`src/rtl/irq_controller_if.sv`:
```
// Register bus shared with the system timer: address/data/strobes plus registered read data.
interface irq_controller_if;
    logic [31:0] address;
    logic [31:0] data_in;
    logic        wr;
    logic        rd;
    logic [31:0] data_out;

    modport master (output address, output data_in, output wr, output rd, input data_out);
    modport slave  (input address, input data_in, input wr, input rd, output data_out);
endinterface

```
`src/rtl/irq_controller.sv`:
```
// Interrupt controller: latches rising edges of the source lines, masks and prioritises them,
// and raises a single request with the in-service source index to the core.
//
// state   | meaning
// IDLE    | no request; arbitrate the active sources each cycle
// ACTIVE  | irq=1 for the latched irq_id until it is acked, masked or globally disabled
// RECOVER | one forced low cycle of irq; re-arbitrates so the next request follows at once
module irq_controller #(
    parameter int          NUM_SOURCES  = 8,
    parameter logic [31:0] MASK_ADDR    = 32'h80000010,
    parameter logic [31:0] PENDING_ADDR = 32'h80000011,
    parameter logic [31:0] ACK_ADDR     = 32'h80000012,
    parameter logic [31:0] ENABLE_ADDR  = 32'h80000013
) (
    input  logic                   clk,
    input  logic                   reset,
    irq_controller_if.slave        bus,
    input  logic [NUM_SOURCES-1:0] irq_sources,
    output logic                   irq,
    output logic [4:0]             irq_id
);

    localparam logic [1:0] IDLE    = 2'd0;
    localparam logic [1:0] ACTIVE  = 2'd1;
    localparam logic [1:0] RECOVER = 2'd2;

    logic [1:0]             state, state_nx;
    logic [4:0]             id_nx;
    logic [NUM_SOURCES-1:0] src_q;
    logic [NUM_SOURCES-1:0] pending, pending_nx;
    logic [NUM_SOURCES-1:0] mask, mask_nx;
    logic                   global_en, en_nx;
    logic [NUM_SOURCES-1:0] edge_v, ack_v, active;
    logic [4:0]             win_id;
    logic                   keep;
    logic [31:0]            pend_w, mask_w, rd_data;

    always_comb begin
        edge_v = irq_sources & ~src_q;
        ack_v  = '0;
        if (bus.wr && bus.address == ACK_ADDR)
            ack_v = bus.data_in[NUM_SOURCES-1:0];
        // A new edge overrides an ack of the same bit.
        pending_nx = (pending & ~ack_v) | edge_v;

        mask_nx = mask;
        if (bus.wr && bus.address == MASK_ADDR)
            mask_nx = bus.data_in[NUM_SOURCES-1:0];
        en_nx = global_en;
        if (bus.wr && bus.address == ENABLE_ADDR)
            en_nx = bus.data_in[0];

        active = global_en ? (pending & mask) : '0;
        win_id = '0;
        for (int i = NUM_SOURCES - 1; i >= 0; i--)
            if (active[i])
                win_id = 5'(i);

        // Exit is judged on the post-write values so irq drops the cycle after the ack/mask write.
        pend_w = '0;
        pend_w[NUM_SOURCES-1:0] = pending_nx;
        mask_w = '0;
        mask_w[NUM_SOURCES-1:0] = mask_nx;
        keep = pend_w[irq_id] & mask_w[irq_id] & en_nx;

        state_nx = state;
        id_nx    = irq_id;
        case (state)
            IDLE, RECOVER: begin
                state_nx = IDLE;
                if (active != '0) begin
                    state_nx = ACTIVE;
                    id_nx    = win_id;
                end
            end
            ACTIVE: begin
                if (!keep)
                    state_nx = RECOVER;
            end
            default: state_nx = IDLE;
        endcase

        rd_data = '0;
        if (bus.address == MASK_ADDR)
            rd_data[NUM_SOURCES-1:0] = mask;
        else if (bus.address == PENDING_ADDR)
            rd_data[NUM_SOURCES-1:0] = pending;
        else if (bus.address == ENABLE_ADDR)
            rd_data[0] = global_en;
    end

    always_ff @(posedge clk or posedge reset) begin
        if (reset) begin
            state        <= IDLE;
            irq_id       <= '0;
            src_q        <= '0;
            pending      <= '0;
            mask         <= '0;
            global_en    <= 1'b0;
            bus.data_out <= '0;
        end else begin
            state     <= state_nx;
            irq_id    <= id_nx;
            src_q     <= irq_sources;
            pending   <= pending_nx;
            mask      <= mask_nx;
            global_en <= en_nx;
            if (bus.rd)
                bus.data_out <= rd_data;
        end
    end

    assign irq = (state == ACTIVE);

endmodule

```
`src/flat_wrapper.sv`:
```
// flat-port wrapper written by rule: the top's interface ports become plain ports
module irq_controller_flat 
#(
    parameter int          NUM_SOURCES  = 8,
    parameter logic [31:0] MASK_ADDR    = 32'h80000010,
    parameter logic [31:0] PENDING_ADDR = 32'h80000011,
    parameter logic [31:0] ACK_ADDR     = 32'h80000012,
    parameter logic [31:0] ENABLE_ADDR  = 32'h80000013
)
  (clk, reset, irq_sources, irq, irq_id, bus_address, bus_data_in, bus_wr, bus_rd, bus_data_out);
  irq_controller_if bus_i ();
  input  logic clk;
  input  logic reset;
  input  logic [NUM_SOURCES-1:0] irq_sources;
  output logic irq;
  output logic [4:0] irq_id;
  input wire logic [$bits(bus_i.address)-1:0] bus_address;
  input wire logic [$bits(bus_i.data_in)-1:0] bus_data_in;
  input wire logic [$bits(bus_i.wr)-1:0] bus_wr;
  input wire logic [$bits(bus_i.rd)-1:0] bus_rd;
  output wire logic [$bits(bus_i.data_out)-1:0] bus_data_out;
  assign bus_i.address = bus_address;
  assign bus_i.data_in = bus_data_in;
  assign bus_i.wr = bus_wr;
  assign bus_i.rd = bus_rd;
  assign bus_data_out = bus_i.data_out;
  irq_controller #(.NUM_SOURCES(NUM_SOURCES), .MASK_ADDR(MASK_ADDR), .PENDING_ADDR(PENDING_ADDR), .ACK_ADDR(ACK_ADDR), .ENABLE_ADDR(ENABLE_ADDR)) u_core (.clk(clk), .reset(reset), .bus(bus_i), .irq_sources(irq_sources), .irq(irq), .irq_id(irq_id));
endmodule
```
`config.mk`:
```
export PLATFORM = sky130hd
export DESIGN_NAME = irq_controller_flat
export DESIGN_NICKNAME = d
export VERILOG_FILES = /design/src/rtl/irq_controller_if.sv /design/src/rtl/irq_controller.sv /design/src/flat_wrapper.sv
export SDC_FILE = /design/constraint.sdc
export NUM_CORES = 1
export LEC_CHECK = 0
export BUFFER_PORTS_ARGS = -buffer_cell sky130_fd_sc_hd__buf_2
export CORE_UTILIZATION = 44
export CTS_CLUSTER_SIZE = 16
export DETAILED_ROUTE_END_ITERATION = 10
export PLACE_DENSITY = 0.8
export SLEW_MARGIN = 15
export SYNTH_ARGS = -nofsm -noshare
export SYNTH_HDL_FRONTEND = slang
export SYNTH_SLANG_ARGS = --single-unit
```
`constraint.sdc`:
```
create_clock -name clk -period 2 [get_ports clk]
set_input_delay 0.2 -clock clk [delete_from_list [all_inputs] [get_ports clk]]
set_output_delay 0.2 -clock clk [all_outputs]
set_load 0.02 [all_outputs]
```
==> flow_summary_export.csv, run 1 <==
group,metric,value,unit
finish,nets,370,
finish,diodes,0,
drt,drc,0,
finish,n_fill_cell,387,
clock_network,cts_root_buffer,"clkbuf_8",
clock_network,clk_latency,290,ps
status,outcome,"finished with violations",
global_routing,track_usage,20.1,%
sta,hold_viol,0,
sta,fin_hold_ws,0.862,ps
synthesis,synth_seq_cells,38,
critical_path,rr_startpoint,"u_core.irq_id[0]",
sta,grt_setup_unrepaired,"yes",
drt,vias,1803,
drt,antenna_left,0,
critical_path,critPathCaptureType,"register",
global_routing,antenna_found_initial,0,
critical_path,critPathLaunch,"bus_address[26]",
synthesis,ys_seq_area_share,46.7,%
power_and_ir_drop,leakage,1.36,nW
die,initial_core_util,46.1,%
finish,final_cell_count_no_fill,347,
synthesis,synthTopCellsByArea,"dfrtp_1, buf_4, a21oi_1, nor2_1, mux2_2",
hold_path,worstHoldPathType,"primary input to async pin",
clock_network,cts_buffer_depth,2,
drt,wl,4880,microns
placement,place_congestion,0.919,
power_and_ir_drop,ir_drop,423,uV
die,dieArea,4900,sq um
global_routing,grt_pass1_wl,7650,microns
global_routing,grt_pass1_vias,1615,
sta,fin_crit_sh,112,%
sta,fin_worst_skew,7.85,ps
clock_network,cts_tree,"yes",
synthesis,syn_avg_cell_area,9.93,sq um
clock_network,path_clk_slew,70,ps
placement,port_buffers,63,
drt,dr.pass1.iters,4,
critical_path,crit_type,"primary input to register",
drt,drtIter0Drc,143,
critical_path,arrival,2420,ps
synthesis,yosys.cell_types.count,39,
clock_network,ctsHtreeMaxLevel,2,
job,maxCapViolCount,0,
critical_path,cp_max_fo,6,
finish,area_growth,30.2,%
synthesis,synth_warnings,0,
synthesis,synth_top_cell_area_share,46.7,%
clock_network,cts_buffers,5,
clock_network,cts_sinks,38,
synthesis,yosysTopAreaCell,"dfrtp_1",
die,ioPinCount,114,
placement,hpwl,3590,microns
synthesis,synthesis.area,2040,sq um
sta,setup_tns,-476,ps
sta,postLayoutSetupSlackWorst,-247,ps
sta,clock.fmax,445,MHz
synthesis,ys_async_sr_fraction,100,%
synthesis,ys.flop_type,"dfrtp_1",
sta,slew_viol_final,0,
synthesis,postSynthCellCount,205,
placement,placedCellCount,337,
die,core,4410,sq um
status,violations,"setup timing",
critical_path,start_kind,"primary input",
critical_path,critical_path_required,2170,ps
global_routing,grt_max_degree,39,
synthesis,synth-edff-count,0,
sta,fin_crit,2250,ps
die,fp.dieH,70.0,microns
sta,setup_viol,2,
power_and_ir_drop,p_per_area,574,nW/um^2
die,die_x,70.0,microns
die,num_rows,24,
finish,drive_gt1_share,38.6,%
clock_network,hold_buffers,0,
global_routing,gr-total-overflow,0,
drt,post_drt_wl_per_cell,14.1,microns
drt,post_drt_via_cell_ratio,5.20,
placement,pre_cts_ws,-543,ps
==> flip-flops by register name, indices dropped and copies added, names as in the netlist <==
signal	count
u_core.global_en	1
u_core.src_q	8
u_core.bus.data_out	8
u_core.mask	8
u_core.pending	8
u_core.state	2
u_core.irq_id	3
==> kinds of logic after synthesis <==
family / synth area share (%)
AO/OA/AOI/OAI: 13.2
multiplexers: 5.22
AND/OR/NAND/NOR: 22.3
flip-flops: 46.7
buffers and inverters: 12.4
other: 0.184
==> worst paths after layout <==
kind | end | slack, ps | depth (start not counted)
max | u_core.state[1] | -250 | 9
min | u_core.src_q[4] | 0.9 | 3
max reg2reg | u_core.state[1] | 450 | 4
min reg2reg | u_core.bus.data_out[3] | 520 | 2
max in group asynchronous | u_core.irq_id[2] | 1660 | 3
min in group clk | u_core.src_q[6] | 20 | 1
==> cell usage in the layout, fill, tap and decap left out, types with 3 or more instances in the layout <==
cell	instances
buf_2	60
dfrtp_1	38
conb_1	26
buf_4	21
nor2_1	17
a21oi_1	15
nand2_1	14
inv_1	12
a22oi_1	6
clkbuf_8	6
nand4_1	5
a22o_1	5
mux2_2	5
nand2b_1	5
mux2i_1	5
buf_6	5
nor3_1	4
o21ai_0	4
or4_1	3
nand3_1	3
nor2b_1	3
==> layout make-up <==
class | count | area, sq um | area share, %
Multi-Input combinational cell | 151 | 981 | 37.0
Clock buffer | 6 | 82.6 | 3.11
Inverter | 12 | 45.0 | 1.70
Clock inverter | 2 | 12.5 | 0.472
Tap cell | 52 | 65.1 | 2.45
Timing Repair Buffer | 86 | 514 | 19.4
Sequential cell | 38 | 951 | 35.9
==> report_power, final <==
part / leakage, nW / internal, mW / switching (mW)
logic: 0.853 / 0.0633 / 0.117
registers: 0.459 / 0.787 / 0.00652
clock network: 0.0472 / 0.277 / 0.272
==> stage by stage <==
stage | utilization [%] | area, sq um | total power [mW]
global placement | 56.0 | 2470 | 0.980
floorplan | - | 2140 | 0.945
detailed placement | 56.0 | 2470 | 0.983
CTS | 58.5 | 2580 | 1.52
finish | 60.1 | 2650 | 1.52
global route | 60.1 | 2650 | 1.58
==> critical path: stages <==
cell and delay, ps:
buf_6 90, or4_4 540, nor4_4 340, nand4_4 200, buf_4 200, mux2i_1 160
o31ai_1 350, nor4_2 90, o31a_1 250
==> per-layer routing <==
metal	vias up	routed length (microns)	GRT usage [%]
met5	-	0	0
met4	0	114	6.89
met3	15	307	3.75
met2	83	2340	31.4
met1	845	2130	27.9
li1	860	-	-
==> repair_timing <==
| action | in CTS | in global routing |
|---|---|---|
| gates resized for setup | 3 | 12 |
| endpoints found under the setup margin | 2 | 10 |
| pin swaps | 2 | 10 |
| setup buffers | 0 | 2 |
==> cells in the mapped netlist, drive strengths merged (2+ instances only) <==
master / count
or4b: 2
o31ai: 2
a211oi: 2
nor2: 17
nand2b: 5
o21ai: 6
nor2b: 3
mux2i: 5
a22oi: 7
nand2: 14
dfrtp: 38
or4: 5
a22o: 5
nand4: 6
mux2: 5
and2: 2
buf: 27
clkbuf: 2
a21oi: 15
nor3: 7
nor4: 3
nand3: 4
inv: 12
Power figures use the tool's default switching activity.
==> run 2, diff against run 1 <==
CORE_MARGIN = 2   (was not set)
GPL_TIMING_DRIVEN = 0   (was not set)
MAX_ROUTING_LAYER = met4   (was not set)
==> flow_summary_export.csv, run 2 (same netlist as run 1, synthesis figures left out) <==
group,metric,value,unit
sta,clock.fmax,424,MHz
finish,nets,385,
placement,place_congestion,0.874,
finish,final_cell_mix,"buf_2, dfrtp_1, buf_4",
finish,layout_commonest_cell,"buf_2",
placement,pre_cts_ws,-924,ps
finish,area_growth,36.5,%
finish,n_fill_cell,366,
sta,fin_crit_sh,118,%
critical_path,critical_path_required,2230,ps
clock_network,cts_buffers,5,
global_routing,track_usage,21.4,%
global_routing,grt_max_degree,27,
drt,dr.pass1.iters,4,
critical_path,arrival,2590,ps
status,outcome,"finished with violations",
die,dieArea,5190,sq um
die,ioPinCount,114,
drt,post_drt_wl_per_cell,14.4,microns
critical_path,critPathCaptureType,"register",
hold_path,hold_end,"u_core.src_q[6]",
clock_network,cts_sinks,38,
clock_network,cts_buffer_depth,2,
die,fp.dieH,72.0,microns
finish,final_cell_count_no_fill,361,
sta,slew_viol_final,0,
critical_path,rr_startpoint,"u_core.mask[3]",
critical_path,r2r_end,"u_core.irq_id[0]",
die,num_rows,24,
placement,hpwl,3660,microns
clock_network,cts_tree,"yes",
finish,regArea,951,sq um
global_routing,grt_pass1_wl,8250,microns
job,maxCapViolCount,0,
sta,setup_viol,2,
critical_path,start_kind,"primary input",
finish,drive_gt1_share,42.1,%
power_and_ir_drop,p_per_area,549,nW/um^2
hold_path,min_path_cells,1,
placement,port_buffers,62,
drt,antenna_left,0,
die,die_x,72.0,microns
critical_path,crit_type,"primary input to register",
sta,hold_viol,0,
finish,diodes,0,
hold_path,hp-start,"irq_sources[6]",
placement,placedCellCount,345,
power_and_ir_drop,leakage,1.47,nW
power_and_ir_drop,ir_drop,344,uV
finish,multi_input_area,1020,sq um
sta,fin_worst_skew,6.98,ps
clock_network,cts_root_buffer,"clkbuf_8",
drt,drtIter0Drc,163,
finish,fin_area,2780,sq um
sta,grt_setup_unrepaired,"yes",
global_routing,grt_pass1_vias,1827,
global_routing,gr-total-overflow,0,
critical_path,rrSetupSlack,440,ps
die,initial_core_util,46.1,%
global_routing,antenna_found_initial,0,
drt,drc,0,
drt,post_drt_via_cell_ratio,5.18,
clock_network,path_clk_slew,70,ps
status,violations,"setup timing",
critical_path,cp_max_fo,6,
drt,vias,1869,
die,core,4410,sq um
clock_network,ctsHtreeMaxLevel,2,
hold_path,worstHoldPathType,"primary input to register",
placement,place_area,2530,sq um
critical_path,reg2regPathDepth,5,
sta,postLayoutSetupSlackWorst,-359,ps
drt,wl,5190,microns
clock_network,clk_latency,300,ps
sta,fin_crit,2360,ps
==> run 2: cell count changes in the layout (fill, tap and decap cells not counted), moves of 2 or more <==
cell,delta
o31ai_2,+2
buf_4,+14
o31ai_1,-2
nor3_4,+2
buf_6,-4
==> run 2: worst max-delay path, stage by stage <==
cell     delay (ps)
buf_6            90
or4_4           550
nor4_4          380
nand4_4         250
buf_4           210
mux2_2          280
o211a_1         150
nor4_4          300
o31a_1          180
==> run 2: final cells by class <==
type | count | share of cell area, %
well taps | 52 | 2.34
clock inverters | 2 | 0.360
repair buffers | 73 | 14.9
plain buffers | 28 | 7.29
multi-input cells | 151 | 36.8
inverters | 12 | 1.62
clock buffers | 5 | 2.48
flip-flops and latches | 38 | 34.2
==> run 2: repair_timing <==
action	4_1_cts	5_1_grt
gates resized for setup	8	10
hold buffers	1	0
endpoints found under the setup margin	11	11
cloned	0	0
pin swaps	6	8
buffers inserted	8	1
endpoints found under the hold margin	12	0
==> run 2: per-layer routing <==
layer | track usage [%] | routed length, microns | vias to the layer above
met3 | 6.11 | 368 | 18
li1 | - | - | 892
met1 | 26.0 | 2190 | 871
met5 | - | 0 | -
met4 | 11.7 | 158 | 0
met2 | 32.2 | 2470 | 88
==> run 2: through the flow <==
stage                     hold slack, ps  TNS [ps]  util, %  total power [mW]
final                               16.7      -718     63.0              1.53
after global routing                13.1      -823     63.0              1.59
after CTS                           17.6      -623     61.6              1.52
after detailed placement             163     -7670     57.4              1.03
after global placement               321     -7220     56.9              1.02
after floorplan                      231      -932        -             0.945
==> run 2: how the worst max path moves through the flow <==
stage,start,to,slack (ps),cells past startpoint
CTS,bus_address[24],u_core.state[0],-310,9
detailed placement,bus_address[24],u_core.state[0],-920,8
global placement,bus_address[24],u_core.state[0],-890,8
global route,bus_address[17],u_core.state[0],-420,8
floorplan,bus_address[24],u_core.state[0],-470,7
finish,bus_address[17],u_core.state[1],-360,9
==> run 2: where the power goes <==
group	leakage [nW]	switching, mW	internal, mW
clock	0.0438	0.273	0.234
sequential	0.459	0.00667	0.787
combinational	0.970	0.128	0.0983
total	1.47	0.408	1.12
==> run 3, diff against run 2 <==
ABC_AREA = 1   (was not set)
CORE_UTILIZATION = 46   (was 44)
==> flow_summary_export.csv, run 3 <==
group,metric,value,unit
power_and_ir_drop,combPwrFrac,14.9,%
synthesis,ys_seq_area_share,40.5,%
sta,fin_worst_skew,5.99,ps
die,core,5010,sq um
critical_path,crit_type,"primary input to register",
global_routing,gr-total-overflow,0,
synthesis,synthTopCellsByCount,"nand2_1, nor2_1, dfrtp_1, nand3_1, inv_1",
power_and_ir_drop,p_per_area,538,nW/um^2
finish,multi_input_area,1130,sq um
drt,post_drt_via_cell_ratio,4.56,
placement,place_area,2840,sq um
synthesis,synth_seq_cells,38,
finish,final_cell_mix,"nand2_1, buf_2, nor2_1",
power_and_ir_drop,p_switching,0.422,mW
job,maxCapViolCount,0,
critical_path,critPathCaptureType,"register",
clock_network,cts_setup_buffers,0,
clock_network,path_clk_slew,80,ps
placement,hpwl,4180,microns
critical_path,arrival,1800,ps
critical_path,start_kind,"primary input",
sta,grt_setup_unrepaired,"no",
drt,wl,5270,microns
clock_network,hold_buffers,0,
clock_network,ctsHtreeMaxLevel,2,
finish,nets,494,
sta,slew_viol_final,0,
global_routing,antenna_found_initial,0,
synthesis,synth-edff-count,0,
synthesis,synth_top_cell_area_share,40.5,%
synthesis,synthesis.area,2350,sq um
die,initial_core_util,46.9,%
power_and_ir_drop,clock_power_share,35.0,%
synthesis,synthTopCellsByArea,"dfrtp_1, nand2_1, buf_4, nand3_1, nor2_1",
die,num_rows,26,
synthesis,yosysTopAreaCell,"dfrtp_1",
critical_path,cp_max_fo,10,
power_and_ir_drop,ir_drop,404,uV
finish,drive_gt1_share,29.4,%
clock_network,cts_buffers,5,
clock_network,cts_sinks,38,
status,outcome,"finished clean",
synthesis,ys_async_sr_fraction,100,%
power_and_ir_drop,seq_power_share,50.1,%
clock_network,cts.repair.resized,0,
drt,drc,0,
critical_path,critical_path_required,2170,ps
power_and_ir_drop,swShare,26.7,%
drt,wl_met3,302,microns
synthesis,yosys.cell_types.count,26,
global_routing,track_usage,21.6,%
die,dieArea,5690,sq um
placement,place_congestion,0.871,
global_routing,grt_max_degree,39,
finish,fin_area,2940,sq um
global_routing,grt_pass1_wl,8960,microns
synthesis,ys.flop_type,"dfrtp_1",
sta,clock.fmax,616,MHz
drt,drtIter0Drc,186,
clock_network,clk_latency,300,ps
sta,slew_headroom,48.2,%
sta,fin_crit_sh,81.2,%
drt,dr.pass1.iters,4,
synthesis,synth.most_common_cell,"nand2_1",
sta,setup_viol,0,
drt,antenna_left,0,
die,fp.dieH,75.5,microns
hold_path,worstHoldPathType,"primary input to register",
finish,layout_commonest_cell,"nand2_1",
drt,wl_met2,2530,microns
placement,port_buffers,62,
global_routing,grt_pass1_vias,2031,
die,ioPinCount,114,
finish,diodes,0,
synthesis,syn_avg_cell_area,7.25,sq um
power_and_ir_drop,leakage,1.65,nW
synthesis,synth_warnings,0,
die,die_x,75.5,microns
sta,hold_viol,0,
clock_network,cts_tree,"yes",
finish,regArea,951,sq um
synthesis,postSynthCellCount,324,
finish,n_fill_cell,480,
drt,vias,2232,
drt,met1Wirelength,2330,microns
clock_network,cts_root_buffer,"clkbuf_8",
clock_network,cts_buffer_depth,2,
power_and_ir_drop,internal_power,1.16,mW
sta,tightest_slew,777,ps
sta,fin_crit,1620,ps
sta,setup_tns,0,ps
finish,area_growth,25.0,%
drt,post_drt_wl_per_cell,10.8,microns
drt,highest_layer,"met4",
[run 3: logic make-up after synthesis]
| family | synth area share, % |
|---|---|
| simple gates | 40.0 |
| other cells | 0.160 |
| mux | 0.426 |
| flops | 40.5 |
| compound gates | 3.78 |
| buf+inv | 15.2 |
[run 3: final timing paths]
kind | start | end | slack, ps | depth (start not counted)
max | bus_address[30] | u_core.state[0] | 380 | 12
min | irq_sources[0] | u_core.src_q[0] | 20 | 1
max reg2reg | u_core.global_en | u_core.irq_id[0] | 500 | 7
min reg2reg | u_core.src_q[0] | u_core.pending[0] | 510 | 3
max in group asynchronous | reset | u_core.irq_id[0] | 1460 | 2
min in group asynchronous | reset | u_core.pending[6] | 40 | 2
[run 3: area by class of cell]
class                      instances  share of cell area [%]
buffer                            32                    7.93
inverter                          33                    4.22
clock buffer                       6                    2.81
timing repair buffer              62                    10.6
sequential                        38                    32.4
tap                               70                    2.98
clock inverter                     2                   0.426
multi-input combinational        246                    38.7
[run 3: critical path, cell delays in order]
cell and delay (ps):
buf_2 110, nor2_1 110, nand2_1 60, nor2_1 150
nand2_1 140, nor2_4 270, nand2_1 110, nor2_2 100
mux2i_1 320, nor2_1 90, nand3_2 90, nand2_1 50
[run 3: metal layers]
metal  vias to the layer above  global-route usage, %
met3                        12                   4.89
met4                         0                   7.99
met2                        67                   34.6
met5                         -                      -
li1                       1153                      -
met1                      1000                   26.8
[run 3: metrics by stage]
step / worst slack (ps) / power, mW / utilization, % / hold WS (ps) / cells
2_1_floorplan: 475 / 0.960 / - / 231 / 349
3_3_place_gp: 111 / 1.04 / 56.7 / 323 / 481
3_5_place_dp: 59.8 / 1.04 / 56.7 / 325 / 481
4_1_cts: 364 / 1.59 / 58.6 / 14.8 / 489
5_1_grt: 211 / 1.66 / 58.6 / 7.75 / 489
6_report: 376 / 1.58 / 58.6 / 17.3 / 489
[run 3: power by group through the flow]
stage               sequential, mW  combinational [mW]  clock [mW]
floorplan                    0.819               0.140           0
global route                 0.794               0.265       0.599
global placement             0.806               0.231           0
finish                       0.792               0.236       0.553
detailed placement           0.807               0.236           0
CTS                          0.792               0.236       0.561
